`config.mk`:
```
export PLATFORM = sky130hd
export DESIGN_NAME = signed_mult_ctrl
export DESIGN_NICKNAME = d
export VERILOG_FILES = /design/src/rtl/signed_mult_ctrl.sv
export SDC_FILE = /design/constraint.sdc
export NUM_CORES = 1
export LEC_CHECK = 0
export BUFFER_PORTS_ARGS = -buffer_cell sky130_fd_sc_hd__buf_2
export CORE_ASPECT_RATIO = 0.5
export CORE_MARGIN = 2
export CORE_UTILIZATION = 53
export DETAILED_ROUTE_END_ITERATION = 6
export GPL_ROUTABILITY_DRIVEN = 0
export HOLD_SLACK_MARGIN = 0.08
export PLACE_DENSITY = 0.84
export SYNTH_ARGS = -nofsm -noshare
export SYNTH_HDL_FRONTEND = slang
export SYNTH_SLANG_ARGS = --single-unit
```
`constraint.sdc`:
```
create_clock -name clk -period 4.4 [get_ports clk]
set_input_delay 0.44 -clock clk [delete_from_list [all_inputs] [get_ports clk]]
set_output_delay 0.44 -clock clk [all_outputs]
set_load 0.01 [all_outputs]
```
`src/rtl/signed_mult_ctrl.sv`:
```
// signed_mult_ctrl: sequencer for a shift-add sign-magnitude multiplier datapath.
// Holds the operands, strobes the datapath and forms the signed 16-bit result.
module signed_mult_ctrl #(
    parameter int MAX_ITER = 8
) (
    input  logic        clk,
    input  logic        rst_n,
    input  logic        start,
    input  logic        abort,
    input  logic [7:0]  a_in,
    input  logic [7:0]  b_in,
    output logic [7:0]  mplier,
    output logic [7:0]  mcand,
    output logic        load,
    output logic        psel,
    output logic        reg_en,
    output logic        shift_en,
    input  logic        zflag,
    input  logic [14:0] product,
    input  logic        sign,
    output logic [15:0] result,
    output logic        busy,
    output logic        done,
    output logic        err
);
    localparam int CW = $clog2(MAX_ITER + 1);
    typedef enum logic [2:0] {IDLE, LOAD, ADD, SHIFT, DONE} state_t;
    state_t        r_state;
    logic [CW-1:0] r_cnt;
    logic [7:0]    r_mplier, r_mcand;
    logic [15:0]   r_result;
    logic          r_load, r_psel, r_reg_en, r_shift_en, r_busy, r_done, r_err;
    logic [15:0]   w_mag;
    logic          w_timeout;
    assign w_mag     = {1'b0, product};
    assign w_timeout = r_cnt == CW'(MAX_ITER);
    assign mplier    = r_mplier;
    assign mcand     = r_mcand;
    assign load      = r_load;
    assign psel      = r_psel;
    assign reg_en    = r_reg_en;
    assign shift_en  = r_shift_en;
    assign result    = r_result;
    assign busy      = r_busy;
    assign done      = r_done;
    assign err       = r_err;
    // Strobes are registered alongside the state they belong to.
    always_ff @(posedge clk or negedge rst_n) begin
        if (!rst_n) begin
            r_state    <= IDLE;
            r_cnt      <= '0;
            r_mplier   <= '0;
            r_mcand    <= '0;
            r_result   <= '0;
            r_load     <= 1'b0;
            r_psel     <= 1'b0;
            r_reg_en   <= 1'b0;
            r_shift_en <= 1'b0;
            r_busy     <= 1'b0;
            r_done     <= 1'b0;
            r_err      <= 1'b0;
        end else begin
            r_load     <= 1'b0;
            r_psel     <= 1'b0;
            r_reg_en   <= 1'b0;
            r_shift_en <= 1'b0;
            r_busy     <= 1'b0;
            r_done     <= 1'b0;
            if (abort) begin
                r_state <= IDLE;
            end else begin
                case (r_state)
                    LOAD: begin
                        r_state  <= ADD;
                        r_reg_en <= 1'b1;
                        r_psel   <= 1'b1;
                        r_busy   <= 1'b1;
                    end
                    ADD: begin
                        if (zflag || w_timeout) begin
                            r_state  <= DONE;
                            r_done   <= 1'b1;
                            r_err    <= !zflag;
                            r_result <= sign ? -w_mag : w_mag;
                        end else begin
                            r_state    <= SHIFT;
                            r_shift_en <= 1'b1;
                            r_busy     <= 1'b1;
                        end
                    end
                    SHIFT: begin
                        r_state  <= ADD;
                        r_cnt    <= r_cnt + CW'(1);
                        r_reg_en <= 1'b1;
                        r_psel   <= 1'b1;
                        r_busy   <= 1'b1;
                    end
                    default: begin
                        if (start) begin
                            r_state  <= LOAD;
                            r_mplier <= a_in;
                            r_mcand  <= b_in;
                            r_cnt    <= '0;
                            r_err    <= 1'b0;
                            r_load   <= 1'b1;
                            r_reg_en <= 1'b1;
                            r_busy   <= 1'b1;
                        end else begin
                            r_state <= IDLE;
                        end
                    end
                endcase
            end
        end
    end
endmodule
```
* After elaboration in Yosys (flattened, before gate mapping)
Cells that the tools add are included.
** Operators by class
- Add/sub/neg operators :: 2
- Equal/unequal tests :: 5
- Multiplexer cells :: 25
- Bitwise operators :: 4
- Reductions and logical operators :: 11
** Operator list (count)
- 1-bit 2-to-1 mux :: 16
- 16-bit 2-to-1 mux :: 1
- 15-bit negation with 16-bit output :: 1
- 3-bit AND reduction :: 3
- 4-bit one-hot mux with 2 select lines :: 1
- 3-bit by 2-bit == test with 1-bit output (second input constant) :: 2
- 3-bit 2-to-1 mux :: 2
- 1-bit one-hot mux with 2 select lines :: 3
- 3-bit one-hot mux with 2 select lines :: 1
- 4-bit by 1-bit adder with 4-bit output (second input constant) :: 1
- 4-bit == test (second input constant) :: 1
- 4-bit 2-to-1 mux :: 1
- 1-bit inverter :: 4
- 4-bit AND reduction :: 1
- 2-bit nonzero test :: 2
- 2-bit OR reduction :: 2
- 3-bit by 1-bit == test with 1-bit output (second input constant) :: 1
- 3-bit OR reduction :: 1
- 2-bit != test (second input constant) :: 1
- 1-bit zero test :: 1
- 1-bit logical OR :: 1
** Storage, ports and cells
- Register bits :: 46
- Output and inout bits :: 39
- Logic and storage cells :: 59

* Logic depth before layout (Yosys ltp)
- Word-level depth :: 5
- Depth in mapped cells :: 7

* Worst setup path after synthesis
Ideal clock, no wire load.
- Path type :: input-to-reg
- From :: input product[0]
- To :: register r_result[14], in the netlist result[14]
- Library setup time :: 0.132 ns
- Data arrival time :: 1.739 ns
- Slack :: 2.529 ns
- Stages :: 7
- Buffers on the path :: 1
- Path through :: inv_1 -> ha_1 -> or3b_1 -> clkbuf_1 -> o41ai_1 -> xor2_1 -> o21ai_1
** Between the ends
- Word-level cells in the longest chain between the ends :: 2
** Ends and longest elaborated chain
- start: declaration :: line 19 : input logic [14:0] product,
- 15-bit negation with 16-bit output :: line 84 : r_result <= sign ? -w_mag : w_mag;
- 16-bit 2-to-1 mux :: line 84
- end signal: assignment :: line 84
- end: declaration :: line 31 : logic [15:0] r_result;
No other way between the ends.
A chain may end at the register's enable or synchronous reset.

* Final worst setup path
- From :: register r_cnt[0]
- To :: register r_result[5], in the netlist result[5]
** Between the ends
- Word-level cells in the longest chain between the ends :: 3
** Ends and longest elaborated chain
- start: declaration :: line 29 : logic [CW-1:0] r_cnt;
- start signal: assignment :: line 93 : r_cnt <= r_cnt + CW'(1);
- 4-bit == test :: line 36 : assign w_timeout = r_cnt == CW'(MAX_ITER);
- 1-bit logical OR :: line 80 : if (zflag || w_timeout) begin
- 3-bit AND reduction (no line)
No other way between the ends.

==> results.tsv <==
stage	metric	value	unit
place	hpwl	2970	um
drt	via_count	1604	
worst_setup_path	crit_slowest_cell	o21ai_2	
job	cap_viol_max_count	0	
clocking	cts_tree	yes	
sta	fin_ws	2.29	ns
synth	syn_nets	227	
floorplanning	rows	16	
finish	final_cell_area	2610	sq um
grt	antenna_found_initial	0	
grt	grt_pass1_vias	1564	
synth	ys_async_sr_fraction	100	%
synth	yosys-top-cells-count	46 x dfrtp_1, 24 x nand2_1, 17 x mux2_2, 17 x o21ai_0, 13 x xor2_1	
floorplanning	dieWidth	92.7	um
power_and_ir_drop	power.switching	0.000351	W
worst_setup_path	r2r_cells	5	
clocking	root_buffer	clkbuf_8	
floorplanning	io_pins	76	
sta	setup_tns	0	ns
power_and_ir_drop	p_comb_share	25.1	%
synth	synth.largest_area_cell	dfrtp_1	
finish	nets	300	
sta	setup_viol	0	
status	status	finished, final reports clean	
sta	worst_slew_pin_slew	1.07	ns
synth	yosysSeqAreaShare	55.2	%
synth	synth.area.mux_share	10.1	%
worst_setup_path	worstPathMaxFanout	34	
place	placed_area	2500	sq um
sta	fin_crit	2.11	ns
drt	ant_nets	0	
worst_setup_path	critPathRequiredTime	4.53	ns
worst_setup_path	r2r-end	result[5]$_DFFE_PN0P_	
synth	synth_top_family_by_area	compound AO/OA/AOI/OAI gates	
synth	syn-mean-instance-area	11.2	sq um
worst_setup_path	rrSetupSlack	2.29	ns
worst_setup_path	crit_start	r_cnt[0]$_DFFE_PN0P_	
worst_setup_path	crit_type	reg2reg	
synth	synthAdderAreaFrac	1.80	%
floorplanning	core_area	3840	sq um
sta	skew	0.00582	ns
sta	grt_setup_unrepaired	no	
sta	hold-worst-slack	0.299	ns
clocking	cts_made_buffers	5	
synth	yosys.area_share.xor_xnor	5.88	%
drt	routed_wl	4100	um
drt	drt_iter0_drc	74	
worst_setup_path	cpPeakStageDelay	0.83	ns
synth	synth_cell_types	36	
synth	synth_simple_gate_area_share	11.6	%
sta	relSlewSlack	28.9	%
synth	post-synth-top-count-cell	dfrtp_1	
sta	timing.fmax	474	MHz
drt	firstDrtPassIters	4	
synth	synth_compound_area_share	11.9	%
synth	yosysWarnings	0	
grt	grt_pass1_wl	7040	um
power_and_ir_drop	power.internal	0.000824	W
drt	drc	0	
finish	area_growth	25.2	%
sta	hold_viol_final	0	
worst_setup_path	endpoint_kind	register	
clocking	htree_num_levels	2	
clocking	clock_latency	0.30	ns
grt	gr-total-overflow	0	
worst_setup_path	critPathLaunchType	register	
power_and_ir_drop	p_leak	1.33	nW
power_and_ir_drop	p_sw_share	29.9	%
drt	wl_per_cell	13.0	um
drt	viasPerCell	5.09	
place	dp_slack	2.26	ns
worst_setup_path	path_cells	inv_1 -> ha_1 -> and3b_1 -> o21ai_2 -> o21ai_0	
clocking	cts_resized	0	
sta	finalCritPeriodShare	48.0	%
synth	synth-main-ff-cell	dfrtp_1	
power_and_ir_drop	ir_drop	0.227	mV
power_and_ir_drop	power-per-cell-area	450	nW/um^2
clocking	clock_path_buffers	2	
worst_setup_path	r2r_start	r_cnt[0]$_DFFE_PN0P_	
synth	yosys_register_bits	46	
finish	drive_gt1_share	40.2	%
floorplanning	initial_core_util	54.3	%
finish	post-route-util	68.0	%
synth	synth.area.top_cells	dfrtp_1 55%, mux2_2 9.2%, xor2_1 5.5%	
floorplanning	dieHeight	48.4	um
sta	maxSlewViolCount	0	
finish	antenna_cells	0	
synth	synthCells	187	
synth	synth-edff-count	0	
grt	grt_max_degree	47	
worst_setup_path	worst-endpoint-arrival	2.25	ns
power_and_ir_drop	seqPwrFrac	48.0	%
synth	yosysTopAreaCellShare	55.2	%
clocking	postCtsSetupRepairBufs	0	
grt	grtUsageTotal	20.2	%
clocking	cts_hold_buf	0	
floorplanning	dieArea	4490	sq um
synth	synth_area	2090	sq um
clocking	cts_sinks	46	
power_and_ir_drop	clockPowerShare	26.9	%
clocking	clk_pin_slew_worst_paths	0.09	ns
place	numPortBuffers	75	
hold_path	min_path_type	in2async	
worst_setup_path	crit_end	result[5]$_DFFE_PN0P_	
==> area by class of cell <==
type | count | area [sq um]
inverters | 10 | 37.5
clock buffers | 5 | 68.8
clock inverters | 3 | 45.0
flip-flops and latches | 46 | 1150
repair buffers | 75 | 375
multi-input cells | 122 | 867
well taps | 54 | 67.6
fillers | 314 | 1230
==> metal layers <==
metal | routed length (um) | track usage (%) | share of wire (%) | vias up
li1 | - | - | - | 796
met1 | 1810 | 25.1 | 44 | 769
met2 | 2060 | 34.3 | 50 | 33
met3 | 185 | 5.76 | 4.5 | 6
met4 | 46 | 7.11 | 1.1 | 0
met5 | 0 | 0 | 0 | -
==> worst max-delay path: cells and delay by family, from the launching register on <==
kind	cells	cell delay (ns)
buffers and inverters	1	0.06
AO/OA/AOI/OAI	2	1.08
flip-flops	1	0.40
AND/OR/NAND/NOR	1	0.22
adder cells (fa/ha/maj)	1	0.19
==> cell families (layout without fill, tap and decap cells) <==
group           count (synthesis)  count (layout)
mux                            19              19
xor+xnor                       14              14
flops                          46              46
compound gates                 39              39
simple gates                   47              47
buf+inv                        19              93
fa+ha+maj                       3               3
==> placed cells by master (no fill, tap or decap), types with 2 or more instances in the layout <==
cell type    n
ha_1         3
mux2_2      17
nor2_1       4
or4_1        2
clkbuf_8     5
or3_1        2
buf_2       75
o21ai_0     17
dfrtp_1     46
nor2b_1      2
nand2b_1     2
nand2_1     24
clkinvlp_4   2
nand3_1      2
o41ai_1      5
o31ai_1      5
o21ai_1      4
xor2_1      13
mux2i_1      2
inv_1       10
==> registers in the layout, indices dropped and copies added, names as in the netlist <==
signal    cells
shift_en      1
reg_en        1
done          1
mplier        8
result       16
err           1
busy          1
psel          1
load          1
r_cnt         4
r_state       3
mcand         8
==> stage by stage <==
stage | cells | total power [W]
finish | 315 | 0.00118
detailed placement | 307 | 0.000873
global placement | 307 | 0.000859
global route | 315 | 0.00125
floorplan | 187 | 0.000724
CTS | 315 | 0.00119
==> worst min path at each step <==
| stage | to | slack, ns |
|---|---|---|
| global placement | result[11]$_DFFE_PN0P_ | 0.46 |
| CTS | result[3]$_DFFE_PN0P_ | 0.34 |
| floorplan | busy$_DFF_PN0_ | 0.14 |
| detailed placement | result[3]$_DFFE_PN0P_ | 0.47 |
| global route | mcand[6]$_DFFE_PN0P_ | 0.34 |
| finish | result[3]$_DFFE_PN0P_ | 0.30 |
==> power by group through the flow <==
stage | logic [W] | clock network (W) | registers (W)
3_3_place_gp | 0.000290 | 0 | 0.000568
6_report | 0.000295 | 0.000316 | 0.000565
5_1_grt | 0.000327 | 0.000342 | 0.000577
4_1_cts | 0.000300 | 0.000322 | 0.000564
3_5_place_dp | 0.000300 | 0 | 0.000573
2_1_floorplan | 0.000106 | 0 | 0.000619
(Power assumes the default switching activity.)
